===== src/rtl/alu_arbiter.sv =====
// alu_arbiter: round-robin two-port arbiter sharing one external ALU with fixed 2-cycle grant-to-done latency
module alu_arbiter #(
  parameter int W = 32
) (
  input  logic         clk,
  input  logic         rst,
  input  logic         req0,
  input  logic         req1,
  input  logic [W-1:0] a0,
  input  logic [W-1:0] b0,
  input  logic [W-1:0] a1,
  input  logic [W-1:0] b1,
  input  logic [3:0]   op0,
  input  logic [3:0]   op1,
  output logic         gnt0,
  output logic         gnt1,
  output logic         done0,
  output logic         done1,
  output logic [W-1:0] res,
  output logic         zf,
  output logic [W-1:0] alu_a,
  output logic [W-1:0] alu_b,
  output logic [3:0]   alu_op,
  input  logic [W-1:0] alu_c,
  input  logic         alu_zero
);
  typedef enum logic [1:0] {IDLE, EXEC, RESP} state_t;
  state_t state;
  logic ptr, sel, win1, idle;
  logic [W-1:0] ra, rb;
  logic [3:0] rop;
  // ptr holds the last-served port; port 1 wins only if alone or port 0 was served last
  always_comb begin
    idle = (state == IDLE) & ~rst;
    win1 = req1 & (~req0 | ~ptr);
    gnt1 = idle & win1;
    gnt0 = idle & req0 & ~win1;
    alu_a = (state == EXEC) ? ra : '0;
    alu_b = (state == EXEC) ? rb : '0;
    alu_op = (state == EXEC) ? rop : 4'b0000;
  end
  always_ff @(posedge clk or posedge rst) begin
    if (rst) begin
      state <= IDLE;
      ptr <= 1'b1;
      sel <= 1'b0;
      ra <= '0;
      rb <= '0;
      rop <= 4'b0000;
      res <= '0;
      zf <= 1'b0;
      done0 <= 1'b0;
      done1 <= 1'b0;
    end else begin
      done0 <= 1'b0;
      done1 <= 1'b0;
      if (state == IDLE) begin
        if (req0 | req1) begin
          sel <= win1;
          ra <= win1 ? a1 : a0;
          rb <= win1 ? b1 : b0;
          rop <= win1 ? op1 : op0;
          state <= EXEC;
        end
      end else if (state == EXEC) begin
        res <= alu_c;
        zf <= alu_zero;
        done0 <= ~sel;
        done1 <= sel;
        state <= RESP;
      end else begin
        ptr <= sel;
        state <= IDLE;
      end
    end
  end
endmodule

===== config.mk =====
export PLATFORM = sky130hd
export DESIGN_NAME = alu_arbiter
export DESIGN_NICKNAME = d
export VERILOG_FILES = /design/src/rtl/alu_arbiter.sv
export SDC_FILE = /design/constraint.sdc
export NUM_CORES = 1
export LEC_CHECK = 0
export CORE_UTILIZATION = 42
export CTS_CLUSTER_SIZE = 28
export DETAILED_ROUTE_END_ITERATION = 10
export GPL_TIMING_DRIVEN = 1
export PLACE_DENSITY = 0.82
export SLEW_MARGIN = 10
export SYNTH_ARGS = -nofsm -noshare
export SYNTH_HDL_FRONTEND = slang
export SYNTH_SLANG_ARGS = --single-unit

===== constraint.sdc =====
create_clock -name clk -period 5.35 [get_ports clk]
set_input_delay 1.605 -clock clk [delete_from_list [all_inputs] [get_ports clk]]
set_output_delay 1.605 -clock clk [all_outputs]
set_load 0.02 [all_outputs]

### After elaboration in Yosys (flattened, before gate mapping)

Index checks and enable logic that the tools add are counted.

| storage, ports and cells | value |
|---|---|
| word-level logic and storage cells | 43 |
| register bits | 107 |
| output and inout bits | 105 |
| input bits | 173 |

| operators by class | value |
|---|---|
| reductions and logical operators | 4 |
| muxes and demuxes | 13 |
| equality and inequality tests | 2 |
| bitwise logic cells | 14 |

Operators by type and width:

| operator | number |
|---|---|
| 2-to-1 mux 32 bit | 4 |
| 2-to-1 mux 4 bit | 2 |
| inverter 1 bit | 7 |
| 2-to-1 mux 2 bit | 3 |
| AND reduction 2 bit | 3 |
| bitwise AND 1 bit | 5 |
| 2-to-1 mux 1 bit | 4 |
| equality test 2 x 1 -> 1 bit, second input constant | 1 |
| logical NOT 2 bit | 1 |
| != test 2 x 1 -> 1 bit, second input constant | 1 |
| OR 1 bit | 2 |

### Depth between registers and ports, before layout

Gate-level depths: netlist (run 1).

| logic depth | value |
|---|---|
| depth after elaboration | 5 |
| gate-level depth with buffers | 5 |
| gate-level depth less buffers | 3 |

### Worst setup path after synthesis (run 1)

OpenSTA, ideal clock, no wires.

| path | value |
|---|---|
| path type | input -> output |
| start | input port req1 |
| end | output port gnt1 |
| cell stages on the path | 4 |
| slack | 1.330 ns |
| arrival | 2.415 ns |
| required time | 3.745 ns |
| buffers on the path | 2 |
| path through | a21bo_1 -> buf_6 -> buf_8 -> nor2b_1 |

| between the ends | value |
|---|---|
| cells in the longest elaborated chain, start to end | 2 |

Ends and longest elaborated chain:

| what | line | RTL |
|---|---|---|
| start: declaration | 8 | `input logic req1,` |
| bitwise AND 1 bit | 35 | `win1 = req1 & (~req0 \| ~ptr);` |
| bitwise AND 1 bit | 36 | `gnt1 = idle & win1;` |
| end: declaration | 16 | `output logic gnt1,` |

Every way passes these cells.

### Worst setup path in the final report (run 1)

| path | value |
|---|---|
| start | input port rst |
| end | output port gnt0 |

| between the ends | value |
|---|---|
| cells in the longest elaborated chain, start to end | 4 |

Ends and longest elaborated chain:

| what | line | RTL |
|---|---|---|
| start: declaration | 6 | `input logic rst,` |
| inverter 1 bit | 34 | `idle = (state == IDLE) & ~rst;` |
| bitwise AND 1 bit | 34 |  |
| bitwise AND 1 bit (2 in series) | 37 | `gnt0 = idle & req0 & ~win1;` |
| end: declaration | 15 | `output logic gnt0,` |

Every way passes these cells.

==> summary.txt, run 1 <==
Critical path
  – CP dominant cell by count: clkdlybuf4s50_1
  – Crit path max fanout: 2
  – Worst path max stage delay: 0.60 ns
  – CP Capture Type: output port
  – Worst Path Arrival: 3.06 ns
  – Startpoint types: primary input
  – WP data required: 3.74 ns
  – Slowest cell on the critical path: clkdlybuf4s50_1
  – Cells along the critical path: clkdlybuf4s50_1 -> nor3_1 -> and3_1 -> clkdlybuf4s50_1
  – Setup CP Type: in2out
  – Flop-to-flop setup slack: 2.73 ns

Power
  – Sequential Power Share: 30.2%
  – Switching part of the total: 33.9%
  – Clock network power share: 14.0%
  – Peak VDD IR: 0.276 mV
  – Logic gate share of total power: 55.8%
  – Internal Power: 3190 uW
  – Switching pwr: 1640 uW
  – Leak: 0.00397 uW
  – PwrDens: 537 nW/um^2

Clock network
  – H-tree Lvls: 3
  – Post-CTS setup buffers: 0
  – Clock latency on the worst-skew pair: 0.34 ns
  – CTS Sinks: 107
  – Cts hold-fix bufs: 0
  – Resized Gates After CTS: 0
  – CTS max path bufs: 2
  – Worst-path clk slew: 0.06 ns
  – CTS tree: yes
  – CTS root buffer: clkbuf_16
  – CTS buffer count: 9

Floorplan
  – Die footprint: 14400 um^2
  – Die X: 120 um
  – Initial Utilization: 43.6%
  – Die Ht: 120 um
  – Core Box Area: 13400 um^2
  – Num rows: 42
  – I/O Pins: 278

Place
  – Inst Count DP: 817
  – Gp weighted congestion: 0.756
  – DP Wirelength: 10700 um
  – Cell Area, Placed: 8680 um^2
  – Count of buffers from port buffering: 277

Layout
  – Final-stage net count: 825
  – P&R area growth vs syn: 53.8%
  – Layout cells sized above 1: 30.1%
  – Fin area: 8990 um^2
  – Diodes inserted: 0
  – Final std cells w/o fill: 833
  – Fill cell count: 984

Timing
  – Fin. Hold Viols: 0
  – Total Neg Setup Slack: 0 ns
  – Final Skew: 0.00951 ns
  – Tcrit/Tclk final: 87.2%
  – Crit path time final: 4.67 ns
  – Slew @ Worst Pin: 1.05 ns
  – Relative slew slack: 30.0%
  – Setup-failing EPs final: 0
  – Slew Limit Fails: 0
  – F_max: 0.214 GHz
  – RSZ-0062 raised after global routing: false

Logic synthesis
  – Syn Inst Count: 384
  – Mapped cell area: 5850 um^2
  – #FFs+latches synth: 107
  – Syn Nets: 557
  – Distinct cells, synth: 19
  – Seq/Total Area, Yosys: 45.8%
  – Synth Area per Inst: 15.2 um^2
  – YS warnings: 0

Outcome
  – Outcome: complete, no violations

Routing
  – Post-route ant nets: 0
  – Via count: 3986
  – DRT iter0 DRCs: 129
  – DR WL/cell: 17.2 um
  – Via density: 4.79
  – Overall routed net length: 14300 um
  – DRT Pass-1 Iters: 4
  – DRC: 0

Job
  – Max_cap viols: 0

Global routing
  – Largest net degree at the start of global routing: 88
  – Vias in the first global route: 4339
  – Gr ovfl total: 0
  – Tot GR Track Use: 20.0%
  – First-pass GRT wire length: 22400 um
  – Initial antenna violation count: 0

Worst hold path
  – Hold Path Class: reg2reg
==> routing by layer <==
metal	wire length, um	GRT usage [%]
met2	7400	36.3
met5	0	0
met1	5770	23.7
met3	974	4.33
met4	147	5.31
==> per-stage QoR <==
| stage | hold WS, ns | util, % | worst slack (ns) | power, uW |
|---|---|---|---|---|
| 2_1_floorplan | 0.470 | - | 0.929 | 3160 |
| 3_3_place_gp | 0.485 | 64.8 | 0.719 | 4110 |
| 4_1_cts | 0.503 | 67.1 | 0.682 | 4890 |
| 3_5_place_dp | 0.485 | 64.8 | 0.697 | 4180 |
| 6_report | 0.500 | 67.1 | 0.682 | 4830 |
| 5_1_grt | 0.517 | 67.1 | 0.604 | 5090 |
==> flip-flops by register name, indices dropped and copies added, names as in the netlist, 2 cells and up <==
signal / count
state: 2
rb: 32
res: 32
rop: 4
ra: 32
==> worst max-delay path, delay by kind of cell <==
family / cells / cell delay (ns)
buffers and inverters: 2 / 1.07
and+or+nand+nor: 2 / 0.39
==> cell usage after synthesis <==
master / instances / area (um^2)
nor2b_1: 2 / 12.5
nor2_1: 1 / 3.75
buf_4: 6 / 45.0
nor3_1: 1 / 5.00
buf_8: 1 / 15.0
mux2_2: 36 / 405
inv_1: 2 / 7.51
mux2_4: 134 / 2010
and3_1: 1 / 6.26
dfrtp_1: 106 / 2650
and2_1: 70 / 438
mux2i_1: 1 / 10.0
a21bo_1: 1 / 10.0
buf_2: 5 / 25.0
buf_12: 6 / 120
nor3_2: 1 / 10.0
dfstp_2: 1 / 26.3
buf_6: 1 / 11.3
clkbuf_1: 8 / 30.0
==> cells in the final DEF, fill, tap and decap left out <==
cell type,netlist,layout
mux2_2,36,36
a21bo_4,0,1
and3_1,1,1
clkinvlp_4,0,1
clkbuf_8,0,2
nor2_1,1,1
and2_1,70,70
inv_4,0,1
dfstp_2,1,1
clkinv_4,0,1
nor3_1,1,1
clkinv_2,0,1
bufinv_16,0,1
buf_4,6,6
nor2b_1,2,1
buf_12,6,1
inv_6,0,1
mux2_4,134,134
dfrtp_1,106,106
clkdlybuf4s50_1,0,277
mux2i_1,1,1
nor2b_4,0,1
inv_1,2,1
nor3_4,0,1
clkbuf_16,0,9
==> logic make-up (layout without fill, tap and decap cells) <==
family                 count (synthesis)  after routing  share of synthesized area (%)
AO/OA/AOI/OAI                          1              1                          0.171
flip-flops                           107            107                           45.8
multiplexers                         171            171                           41.5
buffers and inverters                 29            302                           4.34
AND/OR/NAND/NOR                       76             76                           8.13
==> cell type report <==
class                   count  area (um^2)  share of cell area, %
clock inverters             5         60.1                  0.668
multi-input cells         248         2930                   32.6
clock buffers              11          253                   2.81
flip-flops and latches    107         2680                   29.8
inverters                   2         10.0                  0.111
well taps                 176          220                   2.45
repair buffers            284         2840                   31.6
==> worst paths after layout <==
kind | startpoint | end | cells after the start
worst max-delay path | rst | gnt0 | 4
worst min-delay path | ra[13] | ra[13] | 1
worst max register to register | ptr | rb[31] | 5
worst min register to register | ra[13] | ra[13] | 1
max in group asynchronous | rst | res[29] | 3
min in group asynchronous | rst | rb[2] | 2
==> power groups by stage <==
stage / Sequential (uW) / Combinational [uW] / Clock, uW
global placement: 1440 / 2680 / 0
detailed placement: 1460 / 2720 / 0
floorplan: 1560 / 1590 / 0
CTS: 1460 / 2730 / 700
finish: 1460 / 2690 / 678
global route: 1510 / 2840 / 735
Note: power is estimated with default switching activity, not from simulation.
==> run 2, diff against run 1 <==
PLACE_DENSITY = unset   (was 0.82)
PLACE_DENSITY_LB_ADDON = 0.15   (was unset)
SETUP_SLACK_MARGIN = 0.15   (was unset)
==> summary.txt, run 2 (synthesis gave the netlist of run 1 again) <==
Routing
  – Via count: 3914 (was 3986)
  – DRT Pass-1 Iters: 4 (unchanged)
  – DR WL/cell: 16.7 um (was 17.2 um)
  – DRC: 0 (unchanged)
  – Post-route ant nets: 0 (unchanged)
  – DRT iter0 DRCs: 96 (was 129)
  – Via density: 4.70 (was 4.79)
  – Overall routed net length: 13900 um (was 14300 um)

Clock network
  – CTS root buffer: clkbuf_16 (unchanged)
  – Worst-path clk slew: 0.07 ns (was 0.06 ns)
  – H-tree Lvls: 3 (unchanged)
  – Cts hold-fix bufs: 0 (unchanged)
  – CTS tree: yes (unchanged)
  – CTS Sinks: 107 (unchanged)
  – Resized Gates After CTS: 0 (unchanged)
  – CTS buffer count: 9 (unchanged)
  – CTS max path bufs: 2 (unchanged)
  – Post-CTS setup buffers: 0 (unchanged)
  – Clock latency on the worst-skew pair: 0.34 ns (about the same)

Global routing
  – Gr ovfl total: 0 (unchanged)
  – Largest net degree at the start of global routing: 87 (was 88)
  – Initial antenna violation count: 0 (unchanged)
  – First-pass GRT wire length: 21400 um (was 22400 um)
  – Tot GR Track Use: 19.4% (was 20.0%)
  – Vias in the first global route: 4163 (was 4339)

Power
  – PwrDens: 534 nW/um^2 (was 537 nW/um^2)
  – Peak VDD IR: 0.243 mV (was 0.276 mV)
  – Leak: 0.00396 uW (was 0.00397 uW)
  – Total power: 4790 uW (was 4830 uW)

Timing
  – Crit path time final: 4.69 ns (was 4.67 ns)
  – Fin. Hold Viols: 0 (unchanged)
  – Setup-failing EPs final: 0 (unchanged)
  – F_max: 0.213 GHz (was 0.214 GHz)
  – Hold_ws: 0.501 ns (was 0.500 ns)
  – Final Skew: 0.0125 ns (was 0.00951 ns)
  – Tcrit/Tclk final: 87.7% (was 87.2%)
  – Final setup margin: 0.656 ns (was 0.682 ns)
  – Slew Limit Fails: 0 (unchanged)
  – RSZ-0062 raised after global routing: false (unchanged)
  – Total Neg Setup Slack: 0 ns (unchanged)
  – Slew @ Worst Pin: 1.07 ns (was 1.05 ns)
  – Relative slew slack: 28.8% (was 30.0%)

Floorplan
  – Die X: 120 um (unchanged)
  – Core Box Area: 13400 um^2 (unchanged)
  – I/O Pins: 278 (unchanged)
  – Die Ht: 120 um (unchanged)
  – Die footprint: 14400 um^2 (unchanged)
  – Num rows: 42 (unchanged)
  – Initial Utilization: 43.6% (unchanged)

Layout
  – P&R area growth vs syn: 53.4% (was 53.8%)
  – Layout cells sized above 1: 30.0% (was 30.1%)
  – Diodes inserted: 0 (unchanged)
  – Top Registers: ra (32), rb (32), res (32) (unchanged)
  – Multi-input gate area: 2930 um^2 (unchanged)
  – Fill cell count: 1004 (was 984)
  – Most frequent cells in the layout: 277 x clkdlybuf4s50_1, 134 x mux2_4, 106 x dfrtp_1, 70 x and2_1, 36 x mux2_2 (unchanged)
  – Commonest non-fill, non-tap cell in the layout: clkdlybuf4s50_1 (unchanged)
  – Final std cells w/o fill: 832 (was 833)
  – Register Area: 2680 um^2 (unchanged)
  – Final-stage net count: 825 (unchanged)

Critical path
  – WP data required: 3.74 ns (about the same)
  – Setup CP Type: in2out (unchanged)
  – Critical R2R Capture: rb[9] (was rb[31])
  – Worst setup path end: gnt0 (unchanged)
  – Crit path max fanout: 2 (unchanged)
  – Flop-to-flop setup slack: 3.21 ns (was 2.73 ns)
  – Worst Path Arrival: 3.09 ns (was 3.06 ns)
  – Crit path launch: rst (unchanged)
  – Origin of the critical flop-to-flop path: ptr (unchanged)
  – Startpoint types: primary input (unchanged)
  – CP Capture Type: output port (unchanged)
  – Worst r2r path cells: 4 (was 5)

Worst hold path
  – Hold Path Class: reg2reg (unchanged)

Outcome
  – Outcome: complete, no violations (unchanged)

Place
  – Gp weighted congestion: 0.721 (was 0.756)
  – Count of buffers from port buffering: 277 (unchanged)
  – Setup WS pre-CTS: 0.646 ns (was 0.697 ns)
  – DP Wirelength: 10300 um (was 10700 um)
  – Inst Count DP: 817 (unchanged)

Job
  – Max_cap viols: 0 (unchanged)
==> run 2: cell types whose count changed in the layout (fill, tap and decap cells not counted), sizes merged <==
cell	delta
clkbuf	-2
clkinv	+1
==> run 2: how the worst min path moves through the flow <==
stage / start / to / slack [ns] / depth (start not counted)
finish: ra[11] / ra[11] / 0.50 / 1
global route: rb[30] / rb[30] / 0.52 / 1
CTS: ra[8] / ra[8] / 0.51 / 1
detailed placement: ra[8] / ra[8] / 0.48 / 1
global placement: rb[9] / rb[9] / 0.48 / 1
floorplan: sel / done1 / 0.47 / 1
==> run 2: area by class of cell <==
| type | instances | share of cell area (%) |
|---|---|---|
| clock buffers | 9 | 2.51 |
| clock inverters | 6 | 0.725 |
| inverters | 2 | 0.112 |
| multi-input cells | 248 | 32.7 |
| flip-flops and latches | 107 | 29.9 |
| well taps | 176 | 2.46 |
| repair buffers | 284 | 31.6 |
==> run 2: metal layers <==
| layer | track usage, % | vias to the layer above | wire (um) |
|---|---|---|---|
| li1 | - | 1848 | - |
| met1 | 22.7 | 1885 | 5680 |
| met2 | 34.1 | 166 | 6970 |
| met3 | 4.80 | 15 | 1020 |
| met4 | 6.72 | 0 | 211 |
| met5 | 0 | - | 0 |
==> run 2: through the flow <==
step	utilization [%]	area, um^2
5_1_grt	66.9	8970
2_1_floorplan	-	5850
3_3_place_gp	64.8	8680
6_report	66.9	8970
4_1_cts	66.9	8970
3_5_place_dp	64.8	8680
==> run 2: power by group <==
group / internal (uW) / switching [uW]
clock: 361 / 293
combinational: 1570 / 1110
sequential: 1230 / 219
total: 3160 / 1620
==> run 2: critical path: stages <==
cell             delay [ns]
clkdlybuf4s50_1        0.48
nor3_1                 0.21
and3_1                 0.19
clkdlybuf4s50_1        0.61
==> run 3, diff against run 2 <==
REMOVE_ABC_BUFFERS = 1   (was unset)
==> summary.txt, run 3 (synthesis gave the netlist of run 1 again) <==
Timing
  – F_max: 0.204 GHz (was 0.213 GHz)
  – Slew Limit Fails: 0 (unchanged)
  – Crit path time final: 4.90 ns (was 4.69 ns)
  – Final Skew: 0.00667 ns (was 0.0125 ns)
  – Fin. Hold Viols: 0 (unchanged)
  – Relative slew slack: 46.5% (was 28.8%)
  – Slew @ Worst Pin: 0.803 ns (was 1.07 ns)
  – Setup-failing EPs final: 0 (unchanged)
  – Total Neg Setup Slack: 0 ns (unchanged)
  – Hold_ws: 0.503 ns (was 0.501 ns)
  – Final setup margin: 0.445 ns (was 0.656 ns)
  – RSZ-0062 raised after global routing: false (unchanged)
  – Tcrit/Tclk final: 91.7% (was 87.7%)

Critical path
  – Startpoint types: primary input (unchanged)
  – Setup CP Type: in2out (unchanged)
  – Critical R2R Capture: rb[9] (unchanged)
  – Worst Path Arrival: 3.30 ns (was 3.09 ns)
  – Origin of the critical flop-to-flop path: ptr (unchanged)
  – CP Capture Type: output port (unchanged)
  – Crit path max fanout: 2 (unchanged)
  – Worst r2r path cells: 4 (unchanged)
  – Flop-to-flop setup slack: 3.33 ns (was 3.21 ns)
  – WP data required: 3.74 ns (about the same)

Power
  – Peak VDD IR: 0.197 mV (was 0.243 mV)
  – Total power: 4800 uW (was 4790 uW)
  – Leak: 0.00396 uW (about the same)
  – PwrDens: 535 nW/um^2 (was 534 nW/um^2)

Global routing
  – Initial antenna violation count: 0 (unchanged)
  – Gr ovfl total: 0 (unchanged)
  – First-pass GRT wire length: 22100 um (was 21400 um)
  – Largest net degree at the start of global routing: 94 (was 87)
  – Tot GR Track Use: 19.8% (was 19.4%)
  – Vias in the first global route: 4220 (was 4163)

Place
  – DP Wirelength: 10500 um (was 10300 um)
  – Inst Count DP: 818 (was 817)
  – Gp weighted congestion: 0.770 (was 0.721)
  – Setup WS pre-CTS: 0.475 ns (was 0.646 ns)
  – Count of buffers from port buffering: 277 (unchanged)

Layout
  – Fill cell count: 1010 (was 1004)
  – Final-stage net count: 826 (was 825)
  – Most frequent cells in the layout: 277 x clkdlybuf4s50_1, 134 x mux2_4, 106 x dfrtp_1, 70 x and2_1, 36 x mux2_2 (unchanged)
  – Final std cells w/o fill: 834 (was 832)
  – Register Area: 2680 um^2 (unchanged)
  – Diodes inserted: 0 (unchanged)
  – P&R area growth vs syn: 53.6% (was 53.4%)
  – Multi-input gate area: 2930 um^2 (unchanged)
  – Commonest non-fill, non-tap cell in the layout: clkdlybuf4s50_1 (unchanged)
  – Top Registers: ra (32), rb (32), res (32) (unchanged)
  – Layout cells sized above 1: 30.2% (was 30.0%)

Floorplan
  – Die footprint: 14400 um^2 (unchanged)
  – I/O Pins: 278 (unchanged)
  – Die Ht: 120 um (unchanged)
  – Num rows: 42 (unchanged)
  – Core Box Area: 13400 um^2 (unchanged)
  – Initial Utilization: 43.6% (unchanged)
  – Die X: 120 um (unchanged)

Routing
  – Post-route ant nets: 0 (unchanged)
  – DR WL/cell: 16.7 um (about the same)
  – DRC: 0 (unchanged)
  – DRT iter0 DRCs: 107 (was 96)
  – WL met2: 6850 um (was 6970 um)
  – Via density: 4.68 (was 4.70)
  – Via count: 3903 (was 3914)
  – Wire length on met3: 1280 um (was 1020 um)
  – Metal-1 WL: 5640 um (was 5680 um)
  – DRT Pass-1 Iters: 4 (unchanged)
  – Highest Signal Layer: met4 (unchanged)
  – Overall routed net length: 13900 um (about the same)

Worst hold path
  – WHS Endpoint: ra[8] (was ra[11])
  – Worst hold start: ra[8] (was ra[11])
  – Hold Path Class: reg2reg (unchanged)
  – Hold path cells: 1 (unchanged)

Clock network
  – CTS root buffer: clkbuf_16 (unchanged)
  – Resized Gates After CTS: 0 (unchanged)
  – Post-CTS setup buffers: 0 (unchanged)
  – CTS buffer count: 9 (unchanged)
  – Worst-path clk slew: 0.07 ns (about the same)
  – CTS tree: yes (unchanged)
  – CTS Sinks: 107 (unchanged)
  – CTS max path bufs: 2 (unchanged)
  – Cts hold-fix bufs: 0 (unchanged)
  – Clock latency on the worst-skew pair: 0.34 ns (about the same)
  – H-tree Lvls: 3 (unchanged)

Job
  – Max_cap viols: 0 (unchanged)

Outcome
  – Outcome: complete, no violations (unchanged)
[run 3: cell count changes in the layout (fill, tap and decap cells not counted), sizes merged]
cell / delta
inv: +1
buf: +1
[run 3: layout make-up]
class | count | share of cell area [%]
inverters | 2 | 0.139
repair buffers | 285 | 31.5
flip-flops and latches | 107 | 29.8
multi-input cells | 248 | 32.7
clock inverters | 7 | 0.850
well taps | 176 | 2.45
clock buffers | 9 | 2.51
[run 3: worst max-delay path by stage]
stage | endpoint | slack (ns) | cells after the start | start
5_1_grt | gnt1 | 0.39 | 4 | rst
6_report | gnt1 | 0.45 | 4 | rst
3_3_place_gp | gnt1 | 0.61 | 4 | rst
2_1_floorplan | rb[9] | -1.18 | 3 | req1
3_5_place_dp | gnt1 | 0.48 | 4 | rst
4_1_cts | gnt1 | 0.47 | 4 | rst
[run 3: metal layers]
layer  vias to the layer above  GRT usage [%]
li1                       1851              -
met1                      1859           23.6
met2                       182           33.7
met3                        11           5.89
met4                         0           6.56
met5                         -              0
[run 3: per-stage QoR]
stage	cell area, um^2	util [%]
floorplan	5600	-
global placement	8670	64.7
detailed placement	8670	64.7
CTS	8980	67.0
global route	8980	67.0
finish	8980	67.0
[run 3: report_power, final]
group	switching, uW	leakage (uW)	total (uW)	internal (uW)
clock	298	0.000148	665	367
combinational	1120	0.00256	2680	1560
sequential	221	0.00125	1450	1230
total	1640	0.00396	4800	3160
[run 3: worst max-delay path, cell delays in order]
cell and delay [ns]:
clkdlybuf4s50_1 0.48, nor3_1 0.32, nor2b_1 0.24, clkdlybuf4s50_1 0.64
